### src/rtl/axi_output_arbiter.sv
// Per-output-port round-robin arbiter for the cross router. Grants one
// requesting input, holds the grant for the whole packet (through the last
// beat) and muxes that input's beat stream onto the output combinationally.

module axi_output_arbiter #(
  parameter int unsigned CHANNEL_NUMBER = 5,
  parameter int unsigned DATA_WIDTH     = 32,
  parameter int unsigned CHANNEL_WIDTH  = $clog2(CHANNEL_NUMBER)
) (
  input  logic                                 clk_i,
  input  logic                                 rst_n_i,
  input  logic [CHANNEL_NUMBER-1:0]            req_i,
  input  logic [CHANNEL_NUMBER*DATA_WIDTH-1:0] in_data_i,
  input  logic [CHANNEL_NUMBER-1:0]            in_last_i,
  output logic [CHANNEL_NUMBER-1:0]            in_ready_o,
  output logic                                 out_valid_o,
  output logic [DATA_WIDTH-1:0]                out_data_o,
  output logic                                 out_last_o,
  input  logic                                 out_ready_i,
  output logic [CHANNEL_NUMBER-1:0]            grant_o,
  output logic                                 busy_o
);

  typedef enum logic [0:0] {StIdle, StLocked} state_e;

  state_e                    state_q, state_d;
  logic [CHANNEL_NUMBER-1:0] grant_q, grant_d;
  logic [CHANNEL_WIDTH-1:0]  rr_ptr_q, rr_ptr_d;

  logic [CHANNEL_NUMBER-1:0] pick;
  logic [CHANNEL_WIDTH-1:0]  g_idx;
  logic                      release_hs;

  // Round-robin search starting at rr_ptr_q, wrapping at CHANNEL_NUMBER
  // (not at the pointer's power-of-two range).
  always_comb begin
    int unsigned idx;
    logic        found;
    pick  = '0;
    found = 1'b0;
    idx   = 0;
    for (int unsigned i = 0; i < CHANNEL_NUMBER; i++) begin
      idx = 32'(rr_ptr_q) + i;
      if (idx >= CHANNEL_NUMBER) begin
        idx = idx - CHANNEL_NUMBER;
      end
      if (!found && req_i[idx]) begin
        pick[idx] = 1'b1;
        found     = 1'b1;
      end
    end
  end

  // Encode the one-hot grant into an index for the pointer update.
  always_comb begin
    g_idx = '0;
    for (int unsigned k = 0; k < CHANNEL_NUMBER; k++) begin
      if (grant_q[k]) begin
        g_idx = CHANNEL_WIDTH'(k);
      end
    end
  end

  // Output mux: grant_q is zero while idle, so the bus reads zero unless the
  // granted channel is actually presenting a beat.
  always_comb begin
    out_data_o = '0;
    out_last_o = 1'b0;
    for (int unsigned k = 0; k < CHANNEL_NUMBER; k++) begin
      if (grant_q[k] && req_i[k]) begin
        out_data_o = in_data_i[k*DATA_WIDTH +: DATA_WIDTH];
        out_last_o = in_last_i[k];
      end
    end
  end

  assign out_valid_o = |(grant_q & req_i);
  assign in_ready_o  = grant_q & {CHANNEL_NUMBER{out_ready_i}};
  assign release_hs  = (state_q == StLocked) && out_ready_i && |(grant_q & req_i & in_last_i);

  // Next-state: lock on arbitration, release only on the last handshake.
  always_comb begin
    state_d  = state_q;
    grant_d  = grant_q;
    rr_ptr_d = rr_ptr_q;
    case (state_q)
      StIdle: begin
        if (|req_i) begin
          state_d = StLocked;
          grant_d = pick;
        end
      end
      StLocked: begin
        if (release_hs) begin
          state_d  = StIdle;
          grant_d  = '0;
          rr_ptr_d = (g_idx == CHANNEL_WIDTH'(CHANNEL_NUMBER - 1)) ? '0 : g_idx + 1'b1;
        end
      end
      default: begin
        state_d = StIdle;
        grant_d = '0;
      end
    endcase
  end

  // State registers with synchronous active-low reset.
  always_ff @(posedge clk_i) begin
    if (!rst_n_i) begin
      state_q  <= StIdle;
      grant_q  <= '0;
      rr_ptr_q <= '0;
    end else begin
      state_q  <= state_d;
      grant_q  <= grant_d;
      rr_ptr_q <= rr_ptr_d;
    end
  end

  assign grant_o = grant_q;
  assign busy_o  = (state_q == StLocked);

endmodule

### config.mk
export PLATFORM = sky130hd
export DESIGN_NAME = axi_output_arbiter
export DESIGN_NICKNAME = d
export VERILOG_FILES = /design/src/rtl/axi_output_arbiter.sv
export SDC_FILE = /design/constraint.sdc
export NUM_CORES = 1
export LEC_CHECK = 0
export CAP_MARGIN = 20
export CORE_AREA = 3 3 84 86
export CTS_CLUSTER_DIAMETER = 30
export DETAILED_ROUTE_END_ITERATION = 8
export DIE_AREA = 0 0 87 89
export DONT_BUFFER_PORTS = 1
export PLACE_DENSITY_LB_ADDON = 0.08
export SLEW_MARGIN = 20
export SYNTH_ARGS = -nofsm -noshare
export SYNTH_HDL_FRONTEND = slang
export SYNTH_SLANG_ARGS = --single-unit
export TNS_END_PERCENT = 30
### constraint.sdc
create_clock -name clk_i -period 4.7 [get_ports clk_i]
set_input_delay 0.94 -clock clk_i [delete_from_list [all_inputs] [get_ports clk_i]]
set_output_delay 0.94 -clock clk_i [all_outputs]
set_load 0.005 [all_outputs]
* Word level (Yosys, flattened, before mapping) *
Index checks and enable logic that the tools add are counted.

word-level totals
  register bits = 9
  word-level logic and storage cells = 119

operators by class
  magnitude comparators = 15
  add/subtract/negate cells = 10
  equal/unequal tests = 3
  bitwise gates (word level) = 8
  reductions and logical operators = 25
  mux-type cells = 55

operators by type and width
  cell                                                                                   number
  32-bit two-way mux                                                                     10
  32-bit by 1-bit greater-or-equal comparator with 1-bit output (second input constant)  5
  32-bit by 4-bit < comparator with 1-bit output (second input constant)                 5
  5-bit two-way mux                                                                      7
  1-bit two-way mux                                                                      22
  5-bit OR                                                                               4
  4-bit by 3-bit subtractor with 5-bit output (second input constant)                    4
  4-bit by 3-bit greater-or-equal comparator with 1-bit output (second input constant)   4
  1-bit logical AND                                                                      16
  5-bit AND                                                                              3
  1-bit binary-select mux with 3-bit select                                              5
  1-bit demux with 3-bit select                                                          5
  5-bit OR reduction                                                                     3
  3-bit two-way mux                                                                      4
  5-bit one-hot mux with 2 select lines                                                  1
  3-bit by 2-bit adder with 4-bit output (second input constant)                         2
  3-bit by 1-bit adder with 4-bit output (second input constant)                         1
  3-bit by 3-bit adder with 4-bit output (second input constant)                         1
  1-bit logical NOT                                                                      4
  2-bit AND reduction                                                                    2
  3-bit by 3-bit subtractor with 4-bit output (second input constant)                    1
  3-bit by 1-bit adder with 3-bit output (second input constant)                         1
  3-bit == test (second input constant)                                                  1
  3-bit greater-or-equal comparator (second input constant)                              1
  other kinds (4)                                                                        4

* Logic depth before layout (Yosys ltp) *
Gate-level depths: netlist of run 1.

  depth in word-level cells = 19
  mapped depth = 14

* Worst setup path before layout of run 1 *
OpenSTA, ideal clock, no wires.

  path kind = register -> register
  from = register rr_ptr_q[2]
  to = register grant_q[3], in the netlist grant_o[3]
  path buffers = 1
  data arrival time = 3.129 ns
  path slack = 1.480 ns
  cell stages (with the launch flop) = 12
  library setup time = 0.091 ns
  path through = dfxtp_1 > buf_6 > inv_1 > ha_1 > a21oi_1 > nand3_1 > mux2i_1 > mux4_2 > mux2_2 > nor4_4 > nand3_1 > a311oi_1

on the way
  word-level cells in the longest chain between the ends = 19
  elaborated cells between the ends (all ways) = 77
  those cells by class = add/sub (9); order compare (15); mux (36); bitwise (4); reduce/logical (13)

ends and longest elaborated chain
  item                                                                                                                    RTL line  text
  start, declared                                                                                                         28        logic [CHANNEL_WIDTH-1:0] rr_ptr_q, rr_ptr_d;
  start signal, assigned                                                                                                  116       rr_ptr_q <= rr_ptr_d;
  parallel branches: the longest is 16 deep, another holds 32-bit by 1-bit greater-or-equal comparator with 1-bit output  n/a
  5-bit two-way mux *                                                                                                     47        if (!found && req_i[idx]) begin
  5-bit two-way mux *                                                                                                     88        if (|req_i) begin
  5-bit one-hot mux with 2 select lines *                                                                                 86        case (state_q)
  end signal, assigned                                                                                                    115       grant_q <= grant_d;
  end, declared                                                                                                           27        logic [CHANNEL_NUMBER-1:0] grant_q, grant_d;

Every way passes the cells marked *. The select of a mux whose other input is x is not followed.
A chain may end at the register's enable or synchronous reset.

* Worst setup path in the final report of run 1 *
  from = register rr_ptr_q[1]
  to = register grant_q[3], in the netlist grant_o[3]

Same word-level chain as after synthesis.

==> results of run 1 <==
## power by group
group          switching, mW  internal [mW]  total [mW]
Sequential           0.00772         0.0806      0.0884
Clock                 0.0394         0.0597      0.0991
Combinational          0.123         0.0709       0.194
## routing by layer
| layer | vias to the layer above | global-route usage, % |
|---|---|---|
| li1 | 1830 | - |
| met1 | 1858 | 40.9 |
| met2 | 254 | 49.8 |
| met3 | 35 | 6.73 |
| met4 | 2 | 11.2 |
| met5 | - | 0 |
## logic make-up (layout without fill, tap and decap cells)
family                   count (synthesis)  after routing  synth area share, %
AND/OR/NAND/NOR                        219            219                 35.1
AO/OA/AOI/OAI                          186            186                 40.2
buffers and inverters                   62             32                 8.35
adder cells (fa/ha/maj)                 13             13                 5.54
multiplexers                            11             11                 4.12
flip-flops                               9              9                 5.87
XOR/XNOR                                 2              2                0.815
## cells in the mapped netlist (3+ instances only)
| cell type | count |
|---|---|
| nand2_1 | 60 |
| nor3b_1 | 6 |
| o21ai_0 | 46 |
| a21o_1 | 4 |
| a21oi_1 | 50 |
| nor2b_1 | 6 |
| buf_2 | 7 |
| clkbuf_1 | 32 |
| mux2_2 | 3 |
| a221oi_1 | 34 |
| nand3_1 | 20 |
| a311oi_1 | 3 |
| a31oi_1 | 9 |
| ha_1 | 12 |
| nand2b_1 | 4 |
| and2_1 | 11 |
| a211oi_1 | 5 |
| mux2i_1 | 7 |
| buf_1 | 4 |
| o211ai_1 | 3 |
| dfxtp_1 | 9 |
| nor2_1 | 50 |
| inv_1 | 16 |
| nor3_1 | 41 |
| o22ai_1 | 5 |
## worst paths after layout
| kind | startpoint | endpoint | slack, ps |
|---|---|---|---|
| hold / removal | grant_o[1] | grant_o[1] | 630 |
| setup / recovery | rr_ptr_q[1] | grant_o[3] | 1060 |
| setup reg to reg | rr_ptr_q[1] | grant_o[3] | 1060 |
| hold reg to reg | grant_o[1] | grant_o[1] | 630 |
## layout by cell type, fill, tap and decap left out, types with 3 or more instances in the layout
cell      instances
nand2_1          60
a21oi_1          50
nor2_1           49
o21ai_0          46
nor3_1           41
a221oi_1         34
nand3_1          20
inv_1            16
ha_1             12
buf_4            11
and2_1            9
a31oi_1           9
dfxtp_1           9
mux2i_1           7
nor3b_1           6
nor2b_1           6
a211oi_1          5
o22ai_1           5
nand2b_1          4
a21o_1            4
mux2_2            3
o211ai_1          3
a311oi_1          3
clkbuf_8          3
## flip-flops by register name (all words and copies together) (netlist names)
signal,flops
busy_o,1
grant_o,5
rr_ptr_q,3
## area by class of cell
type	instances	share of cell area (%)
Timing Repair Buffer	11	2.66
Multi-Input combinational cell	431	84.9
Sequential cell	9	5.80
Tap cell	77	3.10
Inverter	17	2.05
Clock buffer	4	1.45
## worst register-to-register path, cell delays in order (launching register included)
cell and delay [ps]:
dfxtp_1 310, inv_1 240, ha_1 330, inv_1 80, ha_1 280, a211oi_1 320
a21oi_1 110, o31ai_2 300, a32oi_1 210, a2111oi_0 760, nand3_1 160, and4_1 270
a311oi_1 190
## per-stage QoR
step,std cells,util (%)
global route,549,48.9
finish,549,48.9
CTS,549,48.9
detailed placement,545,48.2
floorplan,502,-
global placement,545,48.2
==> results.py, run 1 <==
metrics = {
    "sta": {
        "timing_worst_slew_pin_value_ps": 1000,
        "fin_skew_ps": 14.0,
        "finalHoldViolCount": 0,
        "timing.slew.headroom_pct": 33.1,
        "minimum_clock_period_ps": 3640,
        "fin_ws_ps": 1060,
        "fin_setup_tns_ps": 0,
        "final_max_slew_viol_count": 0,
        "rsz0062_at_grt": "false",
        "clock.fmax_ghz": 0.275,
        "holdWs_ps": 630,
        "finalSetupViolCount": 0,
        "layout_worst_path_cycle_share_pct": 77.5,
    },
    "pwr": {
        "power.ir.vdd_worst_uv": 150,
        "static-leakage-power_nw": 1.07,
        "p_per_area_mw_per_mm2": 123,
        "power_uw": 381,
    },
    "final_layout": {
        "post_route_cells_drive_above_1_share_pct": 7.63,
        "fillers": 684,
        "footprint_of_the_flip_flops_and_latches_um2": 180,
        "areaGrowthSynthToFinish_pct": 1.18,
        "design_area_mm2": 0.00311,
        "multi_input_area_mm2": 0.00264,
        "layout.nets": 659,
        "antennaDiodeCount": 0,
    },
    "detailed_routing": {
        "vias": 3979,
        "routed_wire_length_per_instance_um": 23.9,
        "drtPass1Iterations": 5,
        "detailroute.wirelength.met3_mm": 1.40,
        "top_layer": "met5",
        "detailedRoute.firstIterationViolations": 391,
        "detail_route.wirelength.met1_mm": 5.18,
        "met2WireLength_mm": 6.15,
        "viasPerCell": 7.25,
        "drt_wl_total_mm": 13.1,
        "antenna_left": 0,
        "drc": 0,
    },
    "synth": {
        "synth_top_cells_by_area": "a221oi_1 9.7%, a21oi_1 8.1%, o21ai_0 7.5%, nand2_1 7.3%, nor3_1 6.7%",
        "synth_seq_cells": 9,
        "post_synth_top_area_share_pct": 9.70,
        "ys_async_sr_fraction_pct": 0,
        "synth-warning-count": 0,
        "synth_ff_type": "dfxtp_1",
        "synth_area_per_cell_um2": 6.12,
        "cell_type_with_the_highest_aggregate_area_in_the_netlist": "a221oi_1",
        "synthesis.instances": 502,
        "synth_sequential_area_ratio_pct": 5.87,
        "number_of_distinct_standard_cells_referenced_by_the_synthesized_netlist": 70,
        "synth-edff-count": 0,
        "syn-cell-area_mm2": 0.00307,
        "number_of_nets_produced_by_synthesis": 688,
    },
    "critical_path": {
        "timing.critical_path.from_type": "register",
        "worst_case_reg_to_reg_path_depth": 12,
        "setup.worst_path.class": "reg -> reg",
        "critical-path-max-stage-delay_ps": 760,
        "timing.critical_path.max_delay_family": "compound AO/OA/AOI/OAI gates",
        "crit_path_max_fanout": 9,
        "endpoint_kind": "register",
        "cp_num_buf_inv": 2,
        "instance_count_on_the_critical_path": 12,
        "cpMaxStageDelayCell": "a2111oi_0",
        "crit_path_cell_trace": "inv_1 -> ha_1 -> inv_1 -> ha_1 -> a211oi_1 -> a21oi_1 -> o31ai_2 -> a32oi_1 -> a2111oi_0 -> nand3_1 -> and4_1 -> a311oi_1",
        "worst_ep_arrival_time_ps": 3810,
        "worst_ep_required_time_ps": 4870,
    },
    "floorplan": {
        "floorplan.initialDensity_pct": 48.4,
        "core_region_area_mm2": 0.00635,
        "dieArea_mm2": 0.00774,
        "pin_count": 218,
        "floorplan.die.height_um": 89,
        "std_cell_rows": 29,
        "die-width_um": 87,
    },
    "flow_run": {
        "drv.max_cap_violation_count": 0,
    },
    "clock_tree": {
        "clk_pin_slew_worst_paths_ps": 60,
        "cts_tree": "done",
        "htreeDepth": 1,
        "cts_buffer_depth": 2,
        "numClockSinks": 9,
        "clock_insertion_delay_worst_skew_ps": 250,
        "postCtsSetupBuffers": 0,
        "post_cts_resized": 0,
        "cts_root_buf": "clkbuf_8",
        "cts_hold_buffers": 0,
        "cts_inserted_buffers": 3,
    },
    "min_path": {
        "min-delay-path-class": "reg -> reg",
        "hold_path_stages": 2,
    },
    "global_route": {
        "wire_length_of_the_first_global_routing_pass_mm": 19.0,
        "grt.overflow.total": 0,
        "grt_antenna_before_repair": 1,
        "globalRouteTotalUtil_pct": 31.0,
        "largest_net_degree_at_the_start_of_global_routing": 67,
        "first_global_vias": 3552,
    },
    "placed_design": {
        "gp_routability_congestion": 0.965,
        "dpl_worst_slack_ps": 1110,
        "dpl-instance-area_mm2": 0.00306,
        "port-buffer-count": 0,
        "place_hpwl_mm": 10.2,
    },
    "outcome": {
        "outcome": "completed",
    },
}
Note: power is estimated with default switching activity, not from simulation.
==> inputs of run 2 (changes only) <==
--- a/config.mk
+++ b/config.mk
@@ -6,10 +6,10 @@
 export NUM_CORES = 1
 export LEC_CHECK = 0
 export CAP_MARGIN = 20
-export CORE_AREA = 3 3 84 86
+export CORE_AREA = 3 3 83 85
 export CTS_CLUSTER_DIAMETER = 30
 export DETAILED_ROUTE_END_ITERATION = 8
-export DIE_AREA = 0 0 87 89
+export DIE_AREA = 0 0 86 88
 export DONT_BUFFER_PORTS = 1
 export PLACE_DENSITY_LB_ADDON = 0.08
 export SLEW_MARGIN = 20
==> constraint.sdc (replaced) <==
create_clock -name clk_i -period 3.07 [get_ports clk_i]
set_input_delay 0.614 -clock clk_i [delete_from_list [all_inputs] [get_ports clk_i]]
set_output_delay 0.614 -clock clk_i [all_outputs]
set_load 0.005 [all_outputs]
==> run 2 against run 1 <==
Cell area rose by 18%. Maximum frequency grew 22%. Clock skew shrank 7.8 ps. Die area fell by 2.3%. Final cell count rose by 6.7%. Largest cell class unchanged. Largest power group unchanged.
==> results.py, run 2 (synthesized netlist as in run 1, its figures left out) <==
metrics = {
    "floorplan": {
        "std_cell_rows": 29,
        "pin_count": 218,
        "floorplan.die.height_um": 88,
        "die-width_um": 86,
        "dieArea_mm2": 0.00757,
        "floorplan.initialDensity_pct": 48.9,
        "core_region_area_mm2": 0.00628,
    },
    "pwr": {
        "power.ir.vdd_worst_uv": 254,
        "power_uw": 620,
        "static-leakage-power_nw": 1.33,
        "p_per_area_mw_per_mm2": 169,
    },
    "clock_tree": {
        "clk_pin_slew_worst_paths_ps": 50,
        "cts_buffer_depth": 2,
        "cts_root_buf": "clkbuf_8",
        "htreeDepth": 1,
        "cts_hold_buffers": 0,
        "cts_inserted_buffers": 3,
        "clock_insertion_delay_worst_skew_ps": 240,
        "numClockSinks": 9,
        "cts_tree": "done",
    },
    "critical_path": {
        "worst_case_reg_to_reg_path_depth": 10,
        "crit_path_max_fanout": 6,
        "setup.worst_path.class": "reg -> reg",
        "timing.critical_path.from_type": "register",
        "worst_ep_arrival_time_ps": 3120,
        "worst_ep_required_time_ps": 3220,
        "endpoint_kind": "register",
    },
    "sta": {
        "final_max_slew_viol_count": 0,
        "fin_skew_ps": 6.20,
        "fin_ws_ps": 96.4,
        "rsz0062_at_grt": "true",
        "timing.slew.headroom_pct": 60.0,
        "timing_worst_slew_pin_value_ps": 594,
        "finalSetupViolCount": 0,
        "holdWs_ps": 496,
        "fin_setup_tns_ps": 0,
        "clock.fmax_ghz": 0.336,
        "minimum_clock_period_ps": 2970,
        "finalHoldViolCount": 0,
        "layout_worst_path_cycle_share_pct": 96.9,
    },
    "global_route": {
        "largest_net_degree_at_the_start_of_global_routing": 66,
        "grt.overflow.total": 0,
        "first_global_vias": 3687,
        "globalRouteTotalUtil_pct": 34.1,
        "wire_length_of_the_first_global_routing_pass_mm": 20.2,
        "grt_antenna_before_repair": 0,
    },
    "detailed_routing": {
        "routed_wire_length_per_instance_um": 24.0,
        "drc": 0,
        "antenna_left": 0,
        "drt_wl_total_mm": 14.1,
        "drtPass1Iterations": 5,
        "vias": 4125,
        "detailedRoute.firstIterationViolations": 409,
        "viasPerCell": 7.04,
    },
    "min_path": {
        "hold_path_stages": 2,
        "min-delay-path-class": "in -> reg",
    },
    "placed_design": {
        "gp_routability_congestion": 0.994,
        "dpl_worst_slack_ps": 29.1,
        "place_hpwl_mm": 11.0,
        "port-buffer-count": 0,
    },
    "flow_run": {
        "drv.max_cap_violation_count": 0,
    },
    "final_layout": {
        "final_cell_mix": "59 x nand2_1, 49 x nor2_1, 48 x a21oi_1",
        "post_route_cells_drive_above_1_share_pct": 20.4,
        "largest_register_ff_count": 5,
        "fillers": 629,
        "final_common_cell": "nand2_1",
        "layout.nets": 696,
        "antennaDiodeCount": 0,
        "final_core_util_pct": 58.4,
        "areaGrowthSynthToFinish_pct": 19.3,
    },
    "outcome": {
        "outcome": "completed",
    },
}
## run 2: cell count changes in the layout (fill, tap and decap cells not counted), moves of 3 or more
cell,delta
buf_12,+3
buf_4,+32
dfxtp_1,-3
ha_1,-8
ha_2,+3
ha_4,+5
inv_1,-4
## run 2: timing repair
item                       CTS  global route
resized for setup            0            42
setup buffers                0            10
setup endpoints to repair    0             5
## run 2: report_power, final
part | switching [mW] | internal [mW]
sequential | 0.0122 | 0.122
clock | 0.0569 | 0.0914
combinational | 0.201 | 0.137
total | 0.270 | 0.350
## run 2: final timing paths
path                             startpoint         end  slack, ps
worst max-delay path            rr_ptr_q[2]  grant_o[1]        100
worst max register to register  rr_ptr_q[2]  grant_o[1]        100
worst min register to register       busy_o      busy_o        640
worst min-delay path                rst_n_i  grant_o[4]        500
## run 2: final cells by class
type / instances / area, µm² / area share [%]
Clock buffer: 4 / 45.0 / 1.23
Inverter: 17 / 70.1 / 1.91
Tap cell: 77 / 96.3 / 2.63
Sequential cell: 9 / 189 / 5.16
Multi-Input combinational cell: 431 / 2860 / 78.0
Timing Repair Buffer: 48 / 405 / 11.1
## run 2: routing by layer
layer | wire, µm | vias up | part of all wire, % | global-route usage [%]
li1 | - | 1899 | - | -
met1 | 5790 | 1933 | 41 | 47.1
met2 | 6560 | 261 | 47 | 54.2
met3 | 1430 | 32 | 10 | 7.24
met4 | 303 | 0 | 2.2 | 7.91
met5 | 0 | - | 0 | 0
## run 2: stage by stage
step,std cells,cell area [µm²]
final,586,3660
after global routing,586,3660
after CTS,576,3370
after detailed placement,572,3330
after global placement,572,3330
after floorplan,502,3100
## run 2: critical path, stage by stage (launching register included)
cell and delay [ps]:
dfxtp_4 360, clkinvlp_4 200, ha_4 350, nand2_4 50, nand3_4 70, mux2i_4 240, mux4_2 510, mux2_4 320
nor4_4 400, nand3_1 120, a311oi_1 250
